## src/rtl/adder_flag_accum.sv

```systemverilog
// Streaming 16-bit batch accumulator with per-add flags and batch-wide
// sticky carry/overflow, valid/ready on both sides.
module adder_flag_accum #(
   parameter int N_OPS = 4
) (
   input  logic        clk,
   input  logic        rst_n,
   input  logic        in_valid,
   output logic        in_ready,
   input  logic [15:0] in_data,
   input  logic        clear,
   output logic        out_valid,
   input  logic        out_ready,
   output logic [15:0] out_sum,
   output logic        out_sign,
   output logic        out_zero,
   output logic        out_carry,
   output logic        out_parity,
   output logic        out_overflow,
   output logic        sticky_carry,
   output logic        sticky_ovf,
   output logic [7:0]  op_count
);

   localparam logic [0:0] ACCUM = 1'b0;
   localparam logic [0:0] DONE  = 1'b1;
   localparam logic [7:0] LAST  = 8'(N_OPS - 1);

   logic [0:0]  state;
   logic        live;
   logic [16:0] sum;
   logic [15:0] res;
   logic        ovf;
   logic        accept;
   logic        wipe;

   // live keeps in_ready low until the first edge after reset release
   assign in_ready  = live & (state == ACCUM);
   assign out_valid = (state == DONE);

   assign sum    = {1'b0, out_sum} + {1'b0, in_data};
   assign res    = sum[15:0];
   assign ovf    = (out_sum[15] & in_data[15] & ~res[15]) |
                   (~out_sum[15] & ~in_data[15] & res[15]);
   assign accept = in_valid & in_ready;
   assign wipe   = clear | (out_valid & out_ready);

   always_ff @(posedge clk or negedge rst_n) begin
      if (!rst_n) begin
         state        <= ACCUM;
         live         <= 1'b0;
         out_sum      <= '0;
         out_sign     <= 1'b0;
         out_zero     <= 1'b0;
         out_carry    <= 1'b0;
         out_parity   <= 1'b0;
         out_overflow <= 1'b0;
         sticky_carry <= 1'b0;
         sticky_ovf   <= 1'b0;
         op_count     <= '0;
      end else begin
         live <= 1'b1;
         if (wipe) begin
            state        <= ACCUM;
            out_sum      <= '0;
            out_sign     <= 1'b0;
            out_zero     <= 1'b0;
            out_carry    <= 1'b0;
            out_parity   <= 1'b0;
            out_overflow <= 1'b0;
            sticky_carry <= 1'b0;
            sticky_ovf   <= 1'b0;
            op_count     <= '0;
         end else if (accept) begin
            out_sum      <= res;
            out_sign     <= res[15];
            out_zero     <= (res == 16'h0000);
            out_carry    <= sum[16];
            out_parity   <= ~^res;
            out_overflow <= ovf;
            sticky_carry <= sticky_carry | sum[16];
            sticky_ovf   <= sticky_ovf | ovf;
            op_count     <= op_count + 8'd1;
            if (op_count == LAST) state <= DONE;
         end
      end
   end

endmodule

```

## config.mk

```make
export PLATFORM = sky130hd
export DESIGN_NAME = adder_flag_accum
export DESIGN_NICKNAME = d
export VERILOG_FILES = /design/src/rtl/adder_flag_accum.sv
export SDC_FILE = /design/constraint.sdc
export NUM_CORES = 1
export LEC_CHECK = 0
export CAP_MARGIN = 10
export CELL_PAD_IN_SITES_DETAIL_PLACEMENT = 2
export CELL_PAD_IN_SITES_GLOBAL_PLACEMENT = 2
export CORE_MARGIN = 5
export CORE_UTILIZATION = 38
export CTS_BUF_LIST = sky130_fd_sc_hd__clkbuf_16
export DETAILED_ROUTE_END_ITERATION = 6
export DONT_BUFFER_PORTS = 1
export PLACE_DENSITY = 0.89
export SLEW_MARGIN = 20
export SYNTH_ARGS = -nofsm -noshare
export SYNTH_HDL_FRONTEND = slang
export SYNTH_SLANG_ARGS = --single-unit
```

## constraint.sdc

```tcl
create_clock -name clk -period 3.65 [get_ports clk]
set_input_delay 0.73 -clock clk [delete_from_list [all_inputs] [get_ports clk]]
set_output_delay 0.73 -clock clk [all_outputs]
set_load 0.01 [all_outputs]
```

# ---- Word level (Yosys, flattened, before mapping)
# Index checks and enable logic that the tools add are counted.
dict set report word_totals {
  elab_cells 55
  out_inout_bits 33
  reg_bits 33
}
dict set report classes {
  addsub 2
  mux 21
  n_reduce_logical 5
  bitwise 15
  n_eq_ne 1
}
# op count
set op_table {}
lappend op_table {{two-way mux 16 bit} 2}
lappend op_table {{adder 16 x 16 -> 17 bit} 1}
lappend op_table {{two-way mux 1 bit} 17}
lappend op_table {{zero test 16 bit} 1}
lappend op_table {{two-way mux 8 bit} 2}
lappend op_table {{XNOR reduction 16 bit} 1}
lappend op_table {{adder 8 x 1 -> 8 bit, second input constant} 1}
lappend op_table {{== test 8 x 2 -> 1 bit, second input constant} 1}
lappend op_table {{bitwise AND 1 bit} 7}
lappend op_table {{inverter 1 bit} 4}
lappend op_table {{bitwise OR 1 bit} 4}
lappend op_table {{nonzero test 2 bit} 2}
lappend op_table {{AND reduction 2 bit} 1}

# ---- Longest topological paths before layout
dict set report logic_depth {
  depth_word 7
  mapped_depth 14
  ltp_nobuf 14
}

# ---- Worst setup path after synthesis
# No wires, ideal clock.
dict set report synth_path {
  path_type {input to register}
  from {input port in_data[0]}
  to {register out_parity}
  slack_ns 0.217
  path_stages 14
  setup_time_ns 0.078
  arrival_time_ns 3.355
  path_buffers 0
  path_cell_list {ha_1 > fa_1 > a211oi_2 > o21ai_1 > a21o_1 > a21o_1 > o31ai_2 > xor2_1 > ha_1 > xnor2_1 > xnor2_1 > xnor2_1 > nand2_1 > a21oi_1}
}
dict set report synth_between {
  elab_chain_cells 4
}
# element line
set synth_rtl {}
lappend synth_rtl {{from (decl)} 10} ;# input logic [15:0] in_data,
lappend synth_rtl {{adder 16 x 16 -> 17 bit} 41} ;# assign sum = {1'b0, out_sum} + {1'b0, in_data};
lappend synth_rtl {{XNOR reduction 16 bit} 79} ;# out_parity <= ~^res;
lappend synth_rtl {{two-way mux 1 bit} 74} ;# end else if (accept) begin
lappend synth_rtl {{two-way mux 1 bit} 63} ;# if (wipe) begin
lappend synth_rtl {{to (signal assigned)} 79}
lappend synth_rtl {{to (decl)} 18} ;# output logic out_parity,
# No other way between the ends. The select of a mux whose other input is x is not followed.
# A chain may end at the register's enable or synchronous reset.

# ---- Worst setup path in the final report
dict set report layout_path {
  from {register out_sum[0]}
  to {register out_parity}
}
dict set report layout_between {
  elab_chain_cells 4
}
# element line
set layout_rtl {}
lappend layout_rtl {{from (decl)} 14} ;# output logic [15:0] out_sum,
lappend layout_rtl {{from (signal assigned)} 75} ;# out_sum <= res;
lappend layout_rtl {{adder 16 x 16 -> 17 bit} 41}
lappend layout_rtl {{XNOR reduction 16 bit} 79}
lappend layout_rtl {{two-way mux 1 bit} 74}
lappend layout_rtl {{two-way mux 1 bit} 63}
# No other way between the ends. The select of a mux whose other input is x is not followed.

==> results.md <==
- Die X: 87.75 um
- DRT Pass-1 Iters: 4
- Final ANT Viol Nets: 0
- Final setup viols: 0
- Pin count of the biggest net entering global routing: 33
- Primary FF master, synth: dfrtp_1
- Number of non-filler instances in the completed layout: 329
- P_leak: roughly 1.2 nW
- TritonCTS buffer count: 5
- Syn-to-layout area delta: 11.00%
- Via Count: 1912
- CTS Sinks: 32
- Core box area: just under 0.006 mm^2
- Max Cap Viol: 0
- Clock root buffer: clkbuf_16
- Critical path class: reg2reg
- Nets@finish: around 300
- H-Tree Level Count: 2
- Vias per inst: 5.812
- Dpl hpwl: just over 5 mm
- Total GRT Usage: 0.1954
- Filler cells: between 600 and 700
- Die height: 87.75 um
- Synthesized Nets: around 300
- PortBufs: 0
- Fin. max-slew vios: 0
- Synth top area share: 0.3486
- Storage cell area: 800.8 um^2
- Initial antenna violation count: 0
- Async S/R FF share, synth: 1.000
- Inst Count DP: 320
- Die area: 0.007700 mm^2
- Drc violations: 0
- Req. time, crit path: 3.84 ns
- Tcrit/Tclk final: 0.9523
- Post-layout minimum cycle time: around 3.5 ns
- Yosys warns: 0
- Worst-Margin Slew: 0.9415 ns
- Synth area leaders: dfrtp_1 (35%), ha_1 (14%), xnor2_1 (6.5%), a21oi_1 (5.4%), nor2_1 (5.2%)
- GR Overflow Total: 0
- Maximum VDD drop: just over 0.2 mV
- Share of cells above drive strength 1: 0.09843
- CTS tree: yes
- Max FO, Critical Path: 3
- Synth cell types: 42
- Worst EP arrival: 3.67 ns
- Worst Skew: 0.004615 ns
- PD cells: 473.7 mW/mm^2
- Area leader, netlist: dfrtp_1
- Detailed-route wire length per cell: between 20 and 25 um
- # IOs: 54
- Mapped cell area: 0.002297 mm^2
- Initial Util: 0.3903
- Hold Path Class: in2async
- Deepest clock path buffer count: 2
- # diodes: 0
- Clock Pin Slew Worst Setup and Hold Paths: 0.06 ns
- Drt first-iter violations: 37
- Number of synthesized flops with an enable pin: 0
- Endpoints failing hold: 0
- GP Congestion: between 0.7 and 0.8
- TNS Setup: 0 ns
- Post-Synthesis Cells: 251
- First-pass GRT wire length: ~11 mm
- Slew HR: 0.3723
- Sequential area share after synthesis: 0.3486
- FP Rows: 28
- Multi-input logic area: 0.001463 mm^2
- R2r setup slk: 0.17 ns
- Worst-Skew Late Latency: about 0.28 ns
- Final core occ: 0.4332
- Vias in the first global route: 2181
- Outcome: finished, final reports clean
- Final WL: about 7.2 mm
- Synth Area per Inst: 9.152 um^2
- Flops & latches, synth: 32
- CP Launch Type: register
- Fmax: 0.2877 GHz
- Synth top cells by count: dfrtp_1 (32), nor2_1 (32), ha_1 (26)
- Worst setup EP type: register
-- flip-flops by register name, indices dropped and copies added, names as in the netlist --
| signal | count |
|---|---|
| out_parity | 1 |
| out_sum | 16 |
| sticky_ovf | 1 |
| out_carry | 1 |
| out_overflow | 1 |
| out_valid | 1 |
| op_count | 8 |
| sticky_carry | 1 |
| out_zero | 1 |
| live | 1 |
-- power by group --
part,internal (mW),switching [mW]
clock network,0.248,0.163
registers,0.374,0.0291
logic,0.178,0.216
-- cell usage in the layout (no fill, tap or decap), drive strengths merged, types with 6 or more instances in the layout --
cell    netlist  layout
a21oi        26      26
a21o          9       9
nand3         6       6
dfrtp        32      32
nand2        17      17
inv           6       7
nor2         32      32
a211oi        7       7
xor2          9       9
xnor2        18      18
o21ai        16      16
ha           26      26
-- final timing paths --
check | from | to | depth (start not counted)
max in group asynchronous | rst_n | sticky_carry$_DFFE_PN0P_ | 0
hold reg to reg | out_sum[0]$_DFFE_PN0P_ | out_sum[0]$_DFFE_PN0P_ | 2
min in group clk | out_sum[0]$_DFFE_PN0P_ | out_sum[0]$_DFFE_PN0P_ | 2
hold / removal | rst_n | out_sum[5]$_DFFE_PN0P_ | 0
setup reg to reg | out_sum[0]$_DFFE_PN0P_ | out_parity$_DFFE_PN0P_ | 14
setup / recovery | out_sum[0]$_DFFE_PN0P_ | out_parity$_DFFE_PN0P_ | 14
-- layer usage --
layer  share of wire  up-vias  global-route usage  wire length, um
met2            0.52       41              0.3425             3706
met4           0.019        0             0.07252              133
met5               0        -                   0                0
met1            0.42      962              0.2313             3002
li1                -      899                   -                -
met3           0.046       10             0.04610              332
-- critical path: stages, from the launching register on --
cell and delay, ns:
dfrtp_1 0.43, ha_1 0.24, fa_1 0.43, a211oi_2 0.30
o21ai_2 0.12, nand3_1 0.10, o211ai_1 0.18, o31a_1 0.32
xnor2_2 0.16, ha_1 0.35, xnor2_2 0.16, xnor2_1 0.19
xnor2_1 0.15, nand2_1 0.07, a21oi_1 0.19
-- kinds of logic (layout without fill, tap and decap cells) --
| kind of cell | after synthesis | in the layout | synth area share |
|---|---|---|---|
| AOI/OAI and AO/OA | 74 | 74 | 0.2157 |
| xor gates and xnor gates | 27 | 27 | 0.1062 |
| adders and majority gates | 27 | 27 | 0.1503 |
| buffers and inverters | 15 | 18 | 0.02614 |
| DFF | 32 | 32 | 0.3486 |
| muxes | 2 | 2 | 0.009259 |
| other | 1 | 1 | 0.001632 |
| and+or+nand+nor | 73 | 73 | 0.1422 |
-- layout make-up --
class | instances | area share
clock buffers | 5 | 0.04907
clock inverters | 3 | 0.005888
inverters | 6 | 0.008832
multi-input cells | 204 | 0.5736
flip-flops and latches | 32 | 0.3140
well taps | 75 | 0.03680
repair buffers | 4 | 0.01178
-- per-stage QoR --
step / hold WS [ns] / total power, mW / instance area (um^2) / setup slack [ns]
after detailed placement: 0.4354 / 0.7849 / 2376 / -0.08343
after global routing: 0.1258 / 1.280 / 2550 / -0.03779
after global placement: 0.4355 / 0.7560 / 2376 / 0.06693
after CTS: 0.1313 / 1.211 / 2516 / 0.03166
final: 0.1365 / 1.208 / 2550 / 0.1740
after floorplan: 0.4344 / 0.6971 / 2297 / 0.2167
-- repair_timing --
item | 4_1_cts | 5_1_grt
gates resized for setup | 0 | 4
endpoints found under the setup margin | 0 | 1
setup buffers | 0 | 1
hold buffers | 0 | 0
endpoints found under the hold margin | 0 | 0
(Power assumes the default switching activity.)
